`src/rtl/subleq_mem_arbiter.sv`:
```
// Round-robin arbiter sharing one single-port program/data memory between the
// Subleq core and a host loader/debug port, with a host lock for atomic sequences.
module subleq_mem_arbiter #(
    parameter int ADDR_W = 10,
    parameter int DATA_W = 32
) (
    input  logic              clk,
    input  logic              reset,

    input  logic              core_req,
    input  logic              core_we,
    input  logic [ADDR_W-1:0] core_addr,
    input  logic [DATA_W-1:0] core_wdata,
    output logic              core_gnt,
    output logic              core_rvalid,
    output logic [DATA_W-1:0] core_rdata,

    input  logic              host_req,
    input  logic              host_we,
    input  logic [ADDR_W-1:0] host_addr,
    input  logic [DATA_W-1:0] host_wdata,
    input  logic              host_lock,
    output logic              host_gnt,
    output logic              host_rvalid,
    output logic [DATA_W-1:0] host_rdata,

    output logic              locked,

    output logic [ADDR_W-1:0] mem_addr,
    output logic              mem_we,
    output logic [DATA_W-1:0] mem_wdata,
    input  logic [DATA_W-1:0] mem_rdata
);

    typedef enum logic {
        ST_ARB    = 1'b0,
        ST_LOCKED = 1'b1
    } state_t;

    typedef enum logic [1:0] {
        TAG_NONE = 2'd0,
        TAG_CORE = 2'd1,
        TAG_HOST = 2'd2
    } tag_t;

    state_t            r_state;
    state_t            w_state_next;
    logic              r_last_host;
    logic              w_last_host_next;
    tag_t              r_rd_tag;
    tag_t              w_rd_tag_next;
    logic [ADDR_W-1:0] r_addr_hold;
    logic [DATA_W-1:0] r_wdata_hold;
    logic [DATA_W-1:0] r_core_rdata;
    logic [DATA_W-1:0] r_host_rdata;

    logic              w_core_gnt;
    logic              w_host_gnt;
    logic              w_any_gnt;
    logic [ADDR_W-1:0] w_addr;
    logic              w_we;
    logic [DATA_W-1:0] w_wdata;
    logic              w_core_rvalid;
    logic              w_host_rvalid;

    // Grant selection; reset forces both grants low whatever the requests say.
    always_comb begin
        w_core_gnt = 1'b0;
        w_host_gnt = 1'b0;
        if (reset) begin
            if (r_state == ST_LOCKED) begin
                w_host_gnt = host_req;
            end else if (core_req && host_req) begin
                w_core_gnt = r_last_host;
                w_host_gnt = !r_last_host;
            end else begin
                w_core_gnt = core_req;
                w_host_gnt = host_req;
            end
        end
    end

    assign w_any_gnt = w_core_gnt | w_host_gnt;

    always_comb begin
        w_state_next     = r_state;
        w_last_host_next = r_last_host;
        if (w_core_gnt) begin
            w_last_host_next = 1'b0;
        end else if (w_host_gnt) begin
            w_last_host_next = 1'b1;
        end
        case (r_state)
            ST_ARB: begin
                if (w_host_gnt && host_lock) begin
                    w_state_next = ST_LOCKED;
                end
            end
            ST_LOCKED: begin
                // Leaving the lock hands the next contended cycle to the core.
                if (!host_lock) begin
                    w_state_next     = ST_ARB;
                    w_last_host_next = 1'b1;
                end
            end
            default: begin
                w_state_next = ST_ARB;
            end
        endcase
    end

    always_comb begin
        w_addr  = r_addr_hold;
        w_we    = 1'b0;
        w_wdata = r_wdata_hold;
        if (w_core_gnt) begin
            w_addr  = core_addr;
            w_we    = core_we;
            w_wdata = core_wdata;
        end else if (w_host_gnt) begin
            w_addr  = host_addr;
            w_we    = host_we;
            w_wdata = host_wdata;
        end
    end

    always_comb begin
        w_rd_tag_next = TAG_NONE;
        if (w_core_gnt && !core_we) begin
            w_rd_tag_next = TAG_CORE;
        end else if (w_host_gnt && !host_we) begin
            w_rd_tag_next = TAG_HOST;
        end
    end

    always_ff @(posedge clk or negedge reset) begin
        if (!reset) begin
            r_state      <= ST_ARB;
            r_last_host  <= 1'b1;
            r_rd_tag     <= TAG_NONE;
            r_addr_hold  <= '0;
            r_wdata_hold <= '0;
        end else begin
            r_state     <= w_state_next;
            r_last_host <= w_last_host_next;
            r_rd_tag    <= w_rd_tag_next;
            if (w_any_gnt) begin
                r_addr_hold  <= w_addr;
                r_wdata_hold <= w_wdata;
            end
        end
    end

    // The memory output is already registered, so the tagged port sees it
    // directly in the valid cycle and a copy is kept for the hold period.
    assign w_core_rvalid = (r_rd_tag == TAG_CORE);
    assign w_host_rvalid = (r_rd_tag == TAG_HOST);

    always_ff @(posedge clk or negedge reset) begin
        if (!reset) begin
            r_core_rdata <= '0;
            r_host_rdata <= '0;
        end else begin
            if (w_core_rvalid) begin
                r_core_rdata <= mem_rdata;
            end
            if (w_host_rvalid) begin
                r_host_rdata <= mem_rdata;
            end
        end
    end

    assign core_gnt    = w_core_gnt;
    assign host_gnt    = w_host_gnt;
    assign core_rvalid = w_core_rvalid;
    assign host_rvalid = w_host_rvalid;
    assign core_rdata  = w_core_rvalid ? mem_rdata : r_core_rdata;
    assign host_rdata  = w_host_rvalid ? mem_rdata : r_host_rdata;
    assign locked      = (r_state == ST_LOCKED);
    assign mem_addr    = w_addr;
    assign mem_we      = w_we;
    assign mem_wdata   = w_wdata;

endmodule

```
`config.mk`:
```
export PLATFORM = sky130hd
export DESIGN_NAME = subleq_mem_arbiter
export DESIGN_NICKNAME = d
export VERILOG_FILES = /design/src/rtl/subleq_mem_arbiter.sv
export SDC_FILE = /design/constraint.sdc
export NUM_CORES = 1
export LEC_CHECK = 0
export ABC_AREA = 1
export CAP_MARGIN = 15
export CORE_MARGIN = 4
export CORE_UTILIZATION = 41
export DETAILED_ROUTE_END_ITERATION = 7
export PLACE_DENSITY_LB_ADDON = 0.2
export REMOVE_ABC_BUFFERS = 1
export SLEW_MARGIN = 0
export SYNTH_ARGS = -nofsm -noshare
export SYNTH_HDL_FRONTEND = slang
export SYNTH_SLANG_ARGS = --single-unit
```
`constraint.sdc`:
```
create_clock -name clk -period 1.99 [get_ports clk]
set_input_delay 0.398 -clock clk [delete_from_list [all_inputs] [get_ports clk]]
set_output_delay 0.398 -clock clk [all_outputs]
set_load 0.005 [all_outputs]
```
## Yosys cells after proc, flatten, opt, wreduce, memory -nomap -nowiden

Cells that the tools add are included.

| storage, ports and cells | value |
|---|---|
| flip-flop bits (word level) | 110 |
| input port bits | 123 |
| logic and storage cells | 41 |
| output and inout bits | 112 |

| cells by class | value |
|---|---|
| reduce and logical (&&, ||, !) cells | 7 |
| muxes and demuxes | 23 |
| bitwise gates (word level) | 2 |
| eq/ne operators | 2 |

Operator list:

| operator | number |
|---|---|
| $mux W32 | 4 |
| $mux W10 | 2 |
| $mux W1 | 14 |
| $logic_and A1 B1 Y1 | 4 |
| $mux W2 | 2 |
| $logic_not A1 Y1 | 3 |
| $eq A2 B1 Y1 const B | 1 |
| $eq A2 B2 Y1 const B | 1 |
| $pmux W1 S2 | 1 |
| $not A1 Y1 | 1 |
| $or A1 B1 Y1 | 1 |

## Logic depth before layout (Yosys ltp)

Gate-level depths: netlist of the first run.

| logic depth | value |
|---|---|
| depth in word-level cells | 8 |
| mapped depth | 8 |
| gate-level depth less buffers | 6 |

## Least setup slack after synthesis of the first run

Ideal clock, no wire load.

| timing | value |
|---|---|
| path type | register -> output |
| start | register r_last_host |
| end | output mem_addr[0] |
| buffers on the path | 1 |
| cell stages (with the launch flop) | 6 |
| arrival time | 1193 ps |
| data required time | 1592 ps |
| path slack | 399 ps |
| cell sequence | dfstp_2 > inv_1 > nand2_2 > clkbuf_1 > nand4_1 > nand3_1 |

| on the way | value |
|---|---|
| longest elaborated chain between the ends | 6 |
| elaborated cells on any way between the ends | 9 |
| classes of those cells | 8 x mux; 1 x reduce/logical |

Ends and longest elaborated chain:

| what | RTL line | source |
|---|---|---|
| start: declaration | 48 | `logic r_last_host;` |
| start signal: assignment | 145 | `r_last_host <= w_last_host_next;` |
| $logic_not A1 Y1 | 75 | `w_host_gnt = !r_last_host;` |
| $mux W1 | 73 | `end else if (core_req && host_req) begin` |
| $mux W1 | 71 | `if (r_state == ST_LOCKED) begin` |
| $mux W1 | 70 | `if (reset) begin` |
| $mux W10 | 120 | `end else if (w_host_gnt) begin` |
| $mux W10 * | 116 | `if (w_core_gnt) begin` |
| end: declaration | 29 | `output logic [ADDR_W-1:0] mem_addr,` |

Every way passes the cells marked *; elsewhere a longest branch is shown, timed or not.

## Final worst setup path of the first run

| timing | value |
|---|---|
| start | register r_last_host |
| end | output mem_wdata[24] |

| on the way | value |
|---|---|
| longest elaborated chain between the ends | 6 |
| elaborated cells on any way between the ends | 9 |
| classes of those cells | 8 x mux; 1 x reduce/logical |

Ends and longest elaborated chain:

| what | RTL line | source |
|---|---|---|
| $logic_not A1 Y1 | 75 |  |
| $mux W1 | 73 |  |
| $mux W1 | 71 |  |
| $mux W1 | 70 |  |
| $mux W32 | 120 |  |
| $mux W32 * | 116 |  |
| end: declaration | 31 | `output logic [DATA_W-1:0] mem_wdata,` |

Marks and branches as above.

==> key figures, run 1 <==
Logic synthesis
  – Share of the synthesized area in the top cell type: 56.8%
  – Dominant cells by area after synthesis: dfrtp_1, nand3_1, nand2_1, nand4_1, o21ai_0
  – Synth Area per Inst: 8.83 sq um
  – Yosys reg bits: 110
  – Register area share after synthesis: 57.3%
  – Count of cell types in the netlist: 21
  – Yosys Warn Count: 0
  – Mapped Cells: 544
  – Cell Area, Synth: 0.00481 sq mm
  – Post-synth top area cell: dfrtp_1

Critical path
  – CP cell instances: inv_2 > nand2_4 > buf_6 > buf_6 > buf_6 > nand4_1 > nand3_1 > buf_2
  – Critical Path AT: 2300 ps
  – Delay of the slowest critical-path stage: 590 ps
  – Cells on worst reg2reg path: 14
  – Worst Path Max Fanout: 8
  – Critical Path Start Type: flip-flop
  – CP most frequent cell: buf_6
  – Reg-to-reg slack, setup: -510 ps
  – FF-to-FF Start: r_last_host
  – Critical path's slowest cell: dfstp_2
  – Required time worst endpoint: 1590 ps
  – Crit end category: output pin
  – Worst reg2reg path endpoint: r_wdata_hold[1]
  – Kind of critical path: reg -> out

Clocking
  – Clock sink total: 110
  – TritonCTS Buffers: 9
  – Max H-tree Level: 3
  – CTS Buffer Depth: 2
  – CTS root buf: clkbuf_16
  – CTS tree: built
  – Worst-Skew Late Latency: 370 ps
  – Clk slew on worst S/H paths: 80 ps

STA
  – Final worst-path cycle share: 136%
  – Endpoints failing hold: 0
  – Setup WS post-layout: -710 ps
  – Tightest Pin Transition: 594 ps
  – Final clock skew: 9.07 ps
  – Worst hold slack: 91.4 ps
  – Max frequency: 0.370 GHz
  – Fin crit period: 2700 ps
  – RSZ-0062 raised after global routing: true
  – Max-slew headroom: 60.4%
  – Setup violations, final: 103
  – Number of max-slew violations in the final report: 0

Power
  – Max IR drop VDD: 1.03 mV
  – Net switching fraction of the power: 37.5%
  – LEAKAGE: 5.67 nW
  – Clk pwr share: 21.4%
  – Combinational share of power: 44.6%
  – Share of power burned in registers: 34.0%
  – Total Power: 9.30 mW
  – Switch Pwr: 3.49 mW
  – Power per cell area: 838 mW/mm^2
  – Internal: 5.81 mW

Cells and area
  – Layout net count: 1,161
  – Finished Layout Cells: 1,187
  – P&R area growth vs syn: 131%
  – Layout cells sized above 1: 58.3%
  – Filler cells: 204

Route
  – Post-Route WL: 36.4 mm
  – First DRT Iteration DRCs: 1,203
  – Number of routed nets with antenna violations: 0
  – Drt drc: 0
  – Vias post-DR: 7,846
  – TritonRoute pass-1 iters: 6
  – Avg WL per Cell: 30.7 um
  – Vias per cell: 6.61

Die
  – Initial core utilization: 41.9%
  – Boundary pin count: 235
  – Core area: 0.0115 sq mm
  – # rows: 39
  – Die Width: 116 um
  – DIE HEIGHT: 116 um
  – Die Area: 0.0135 sq mm

Global route
  – M1 GR Usage: 39.1%
  – First-pass GRT wire length: 37.8 mm
  – Total routing usage reported by global routing: 36.7%
  – Total grt overflow: 0
  – Met2 Track Usage GR: 65.3%
  – Initial antenna violation count: 2
  – Grt met3 use: 8.96%
  – Vias in the first global route: 7,182
  – Largest net degree at the start of global routing: 45
  – GR peak layer: met2

Placed design
  – Placed insts: 1,022
  – PortBufs: 234
  – Placer Congestion: 0.854
  – Post-DP HPWL: 11.9 mm
  – Pre-CTS setup slack: -575 ps

Run status
  – Status: finished with violations
  – Failing checks: setup timing

Min path
  – Hold crit path type: in -> async

Flow run
  – Number of max-cap violations: 0
==> registers in the layout, summed over array words and instances, names as in the netlist <==
register,count
locked,1
r_addr_hold,10
r_core_rdata,32
r_host_rdata,32
r_last_host,1
r_rd_tag,2
r_wdata_hold,32
==> through the flow <==
step,area (sq um),util [%],TNS (ps)
2_1_floorplan,4620,-,-19790
3_3_place_gp,8320,72.5,-26210
3_5_place_dp,8320,72.5,-28030
4_1_cts,10300,89.8,-8830
5_1_grt,11100,96.7,-23910
6_report,11100,96.7,-20330
==> cell usage in the layout, fill, tap and decap left out, types with 3 or more instances in the layout <==
cell type	count
nand3_4	5
nand2_4	36
dfrtp_1	108
nand3_2	30
clkdlybuf4s50_1	120
buf_4	178
buf_8	5
nand2_8	3
clkbuf_2	14
o21ai_2	38
clkbuf_16	18
nand2_2	46
inv_1	33
o21ai_4	24
buf_6	72
inv_2	6
buf_12	21
nand3_1	93
nand2_1	29
nand4_1	42
buf_2	87
buf_16	11
==> worst max-delay path, delay by kind of cell (launching register included) <==
family / cells / cell delay (ps)
buf+inv: 5 / 610
flops: 1 / 590
simple gates: 3 / 730
==> synthesized netlist by cell type, drive strengths merged <==
cell    instances
a21boi          1
inv            41
nand3         128
clkbuf         12
nand4          42
dfstp           1
o21ai          66
or2             1
nand2         113
dfrtp         109
nor2            3
buf            27
==> per-layer routing <==
metal | up-vias | routed length, um | part of all wire, %
met5 | - | 47 | 0.13
met4 | 4 | 4060 | 11
met3 | 412 | 4710 | 13
met2 | 916 | 17000 | 47
met1 | 3653 | 10600 | 29
li1 | 2861 | - | -
==> cells by family after synthesis <==
family | synth area share [%]
and+or+nand+nor | 28.5
DFF | 57.3
buffers and inverters | 7.21
AOI/OAI and AO/OA | 7.03
==> worst max path at each step <==
stage / start / to / slack [ps]
floorplan: locked / mem_we / -350
global placement: core_req / mem_wdata[23] / -540
detailed placement: core_req / mem_wdata[23] / -580
CTS: r_last_host / mem_wdata[10] / -220
global route: r_last_host / mem_wdata[24] / -730
finish: r_last_host / mem_wdata[24] / -710
==> repair_timing <==
item                                   4_1_cts  5_1_grt
setup buffers                              109       31
endpoints found under the hold margin        0        0
gates cloned                                12       11
setup endpoints to repair                  111      118
resized for setup                          635      210
pin swaps                                   42       38
hold buffers                                 0        0
==> power by group through the flow <==
stage | Sequential, mW | Clock [mW] | Combinational, mW
6_report | 3.16 | 1.99 | 4.15
5_1_grt | 3.17 | 2.07 | 4.29
4_1_cts | 2.95 | 1.94 | 3.20
3_5_place_dp | 2.97 | 0 | 2.97
3_3_place_gp | 2.95 | 0 | 2.90
2_1_floorplan | 2.92 | 0 | 0.881
==> cell type report <==
| cell class | instances | area (sq um) | share of cell area, % |
|---|---|---|---|
| repair buffers | 521 | 4920 | 44.3 |
| multi-input cells | 355 | 2760 | 24.8 |
| flip-flops and latches | 110 | 2760 | 24.8 |
| clock buffers | 10 | 239 | 2.15 |
| well taps | 143 | 179 | 1.61 |
| inverters | 41 | 169 | 1.52 |
| clock inverters | 6 | 77.6 | 0.699 |
| diodes | 1 | 2.50 | 0.0226 |
Note: power is estimated with default switching activity, not from simulation.
==> run 2, diff against run 1 <==
--- a/config.mk
+++ b/config.mk
@@ -7,8 +7,10 @@
 export LEC_CHECK = 0
 export ABC_AREA = 1
 export CAP_MARGIN = 15
+export CELL_PAD_IN_SITES_DETAIL_PLACEMENT = 1
+export CELL_PAD_IN_SITES_GLOBAL_PLACEMENT = 1
 export CORE_MARGIN = 4
-export CORE_UTILIZATION = 41
+export CORE_UTILIZATION = 29
 export DETAILED_ROUTE_END_ITERATION = 7
 export PLACE_DENSITY_LB_ADDON = 0.2
 export REMOVE_ABC_BUFFERS = 1
==> run 2 against run 1 <==
- the flow still finishes with violations (setup timing)
- first-iteration DRC count fell by 66%
- register-to-register slack improved by 200 ps
- non-clock buffer count fell by 10
- final cell count rose by 5.5%
- setup slack improved by 300 ps
- flip-flop and latch count did not move
- combinational power rose by 11%
- utilization fell by 24 points
- sequential power rose by 1%
- via count fell by 11%
- die area rose by 38%
- largest cell class unchanged
==> key figures, run 2 (synthesis gave the netlist of run 1 again) <==
Run status
  – Status: finished with violations
  – Failing checks: setup timing

STA
  – Endpoints failing hold: 0
  – Final worst-path cycle share: 121%
  – Tightest Pin Transition: 839 ps
  – Fin Setup TNS: -24,220 ps
  – Number of max-slew violations in the final report: 0
  – Max-slew headroom: 44.1%
  – Max frequency: 0.416 GHz
  – Setup violations, final: 104
  – Setup WS post-layout: -415 ps
  – RSZ-0062 raised after global routing: true
  – Fin crit period: 2400 ps
  – Final clock skew: 13.2 ps

Placed design
  – Placed instance area: 0.00835 sq mm
  – Placed insts: 1,090
  – Pre-CTS setup slack: -597 ps
  – Post-DP HPWL: 14.6 mm
  – Placer Congestion: 0.810
  – PortBufs: 234

Critical path
  – Cells on worst reg2reg path: 13
  – Worst reg2reg path endpoint: r_wdata_hold[29]
  – Kind of critical path: reg -> out
  – Worst Setup SP: r_last_host
  – Reg-to-reg slack, setup: -310 ps
  – FF-to-FF Start: r_last_host
  – Crit end category: output pin
  – Critical Path AT: 2010 ps
  – Required time worst endpoint: 1590 ps
  – Worst Path Max Fanout: 5
  – Critical Path Start Type: flip-flop

Clocking
  – Worst-Skew Late Latency: 380 ps
  – Clk slew on worst S/H paths: 90 ps
  – Clock sink total: 110
  – CTS Buffer Depth: 2
  – CTS tree: built
  – Hold_buf cts: 0
  – CTS root buf: clkbuf_16
  – Max H-tree Level: 3
  – TritonCTS Buffers: 9

Die
  – # rows: 46
  – Boundary pin count: 235
  – Die Width: 137 um
  – Core area: 0.0161 sq mm
  – Initial core utilization: 29.9%
  – DIE HEIGHT: 137 um
  – Die Area: 0.0187 sq mm

Power
  – Power per cell area: 837 mW/mm^2
  – Max IR drop VDD: 0.782 mV
  – LEAKAGE: 5.73 nW
  – Total Power: 9.82 mW

Route
  – Number of routed nets with antenna violations: 0
  – Post-Route WL: 37.7 mm
  – Vias post-DR: 6,959
  – Avg WL per Cell: 30.1 um
  – First DRT Iteration DRCs: 412
  – Drt drc: 0
  – Vias per cell: 5.56
  – TritonRoute pass-1 iters: 4

Global route
  – Vias in the first global route: 7,496
  – Largest net degree at the start of global routing: 65
  – Initial antenna violation count: 3
  – First-pass GRT wire length: 44.6 mm
  – Total routing usage reported by global routing: 31.9%
  – Total grt overflow: 0

Cells and area
  – Layout cells sized above 1: 60.0%
  – P&R area growth vs syn: 144%
  – Commonest non-fill, non-tap cell in the layout: buf_4
  – Most frequent cells in the layout: buf_4, clkdlybuf4s50_1, dfrtp_1
  – Finished Layout Cells: 1,252
  – Layout net count: 1,150
  – Design Area, Final: 0.0117 sq mm
  – Top Registers: r_core_rdata (32), r_host_rdata (32), r_wdata_hold (32)

Min path
  – Hold crit path type: in -> async

Flow run
  – Number of max-cap violations: 0
==> run 2: area by class of cell <==
type,count,area [sq um]
clock inverter,7,91.3
antenna,4,10.0
sequential,110,2760
clock buffer,9,225
multi-input combinational,354,3260
tap,216,270
inverter,41,161
fill,1582,4330
timing repair buffer,511,4950
==> run 2: how the worst max path moves through the flow <==
stage	endpoint	slack (ps)	cells after the start
2_1_floorplan	mem_we	-350	5
3_3_place_gp	mem_wdata[7]	-550	9
3_5_place_dp	mem_wdata[10]	-600	9
4_1_cts	mem_addr[6]	-310	9
5_1_grt	mem_addr[1]	-470	7
6_report	mem_wdata[15]	-410	9
==> run 2: per-stage QoR <==
step                      util [%]  hold WS (ps)
after global placement        52.0           421
final                         73.0          51.7
after floorplan                  -           102
after detailed placement      52.0           431
after CTS                     66.6          46.8
after global routing          73.0          56.9
==> run 2: per-layer routing <==
| layer | vias up | global-route usage [%] | part of all wire, % |
|---|---|---|---|
| met5 | - | 0 | 0 |
| met4 | 0 | 19.8 | 8.1 |
| met3 | 185 | 6.47 | 5.5 |
| met2 | 405 | 57.0 | 53 |
| met1 | 3531 | 34.3 | 34 |
| li1 | 2838 | - | - |
==> run 2: critical path: stages (launching register included) <==
cell and delay [ps]:
dfstp_2 580, inv_2 50, nand2_4 110, nand3_4 160
buf_8 170, buf_12 130, buf_8 130, nand3_4 70
nand3_4 80, buf_6 130
==> run 2: what timing repair did <==
item                       CTS  global route
pin swaps                   32            26
setup buffers               94            47
cloned                      18             3
resized for setup          699           223
setup endpoints to repair  111           113
==> run 2: power breakdown <==
part	internal (mW)	leakage, nW	switching [mW]	total, mW
Sequential	2.78	1.34	0.422	3.20
Clock	1.01	0.151	0.985	1.99
Combinational	2.39	4.23	2.23	4.62
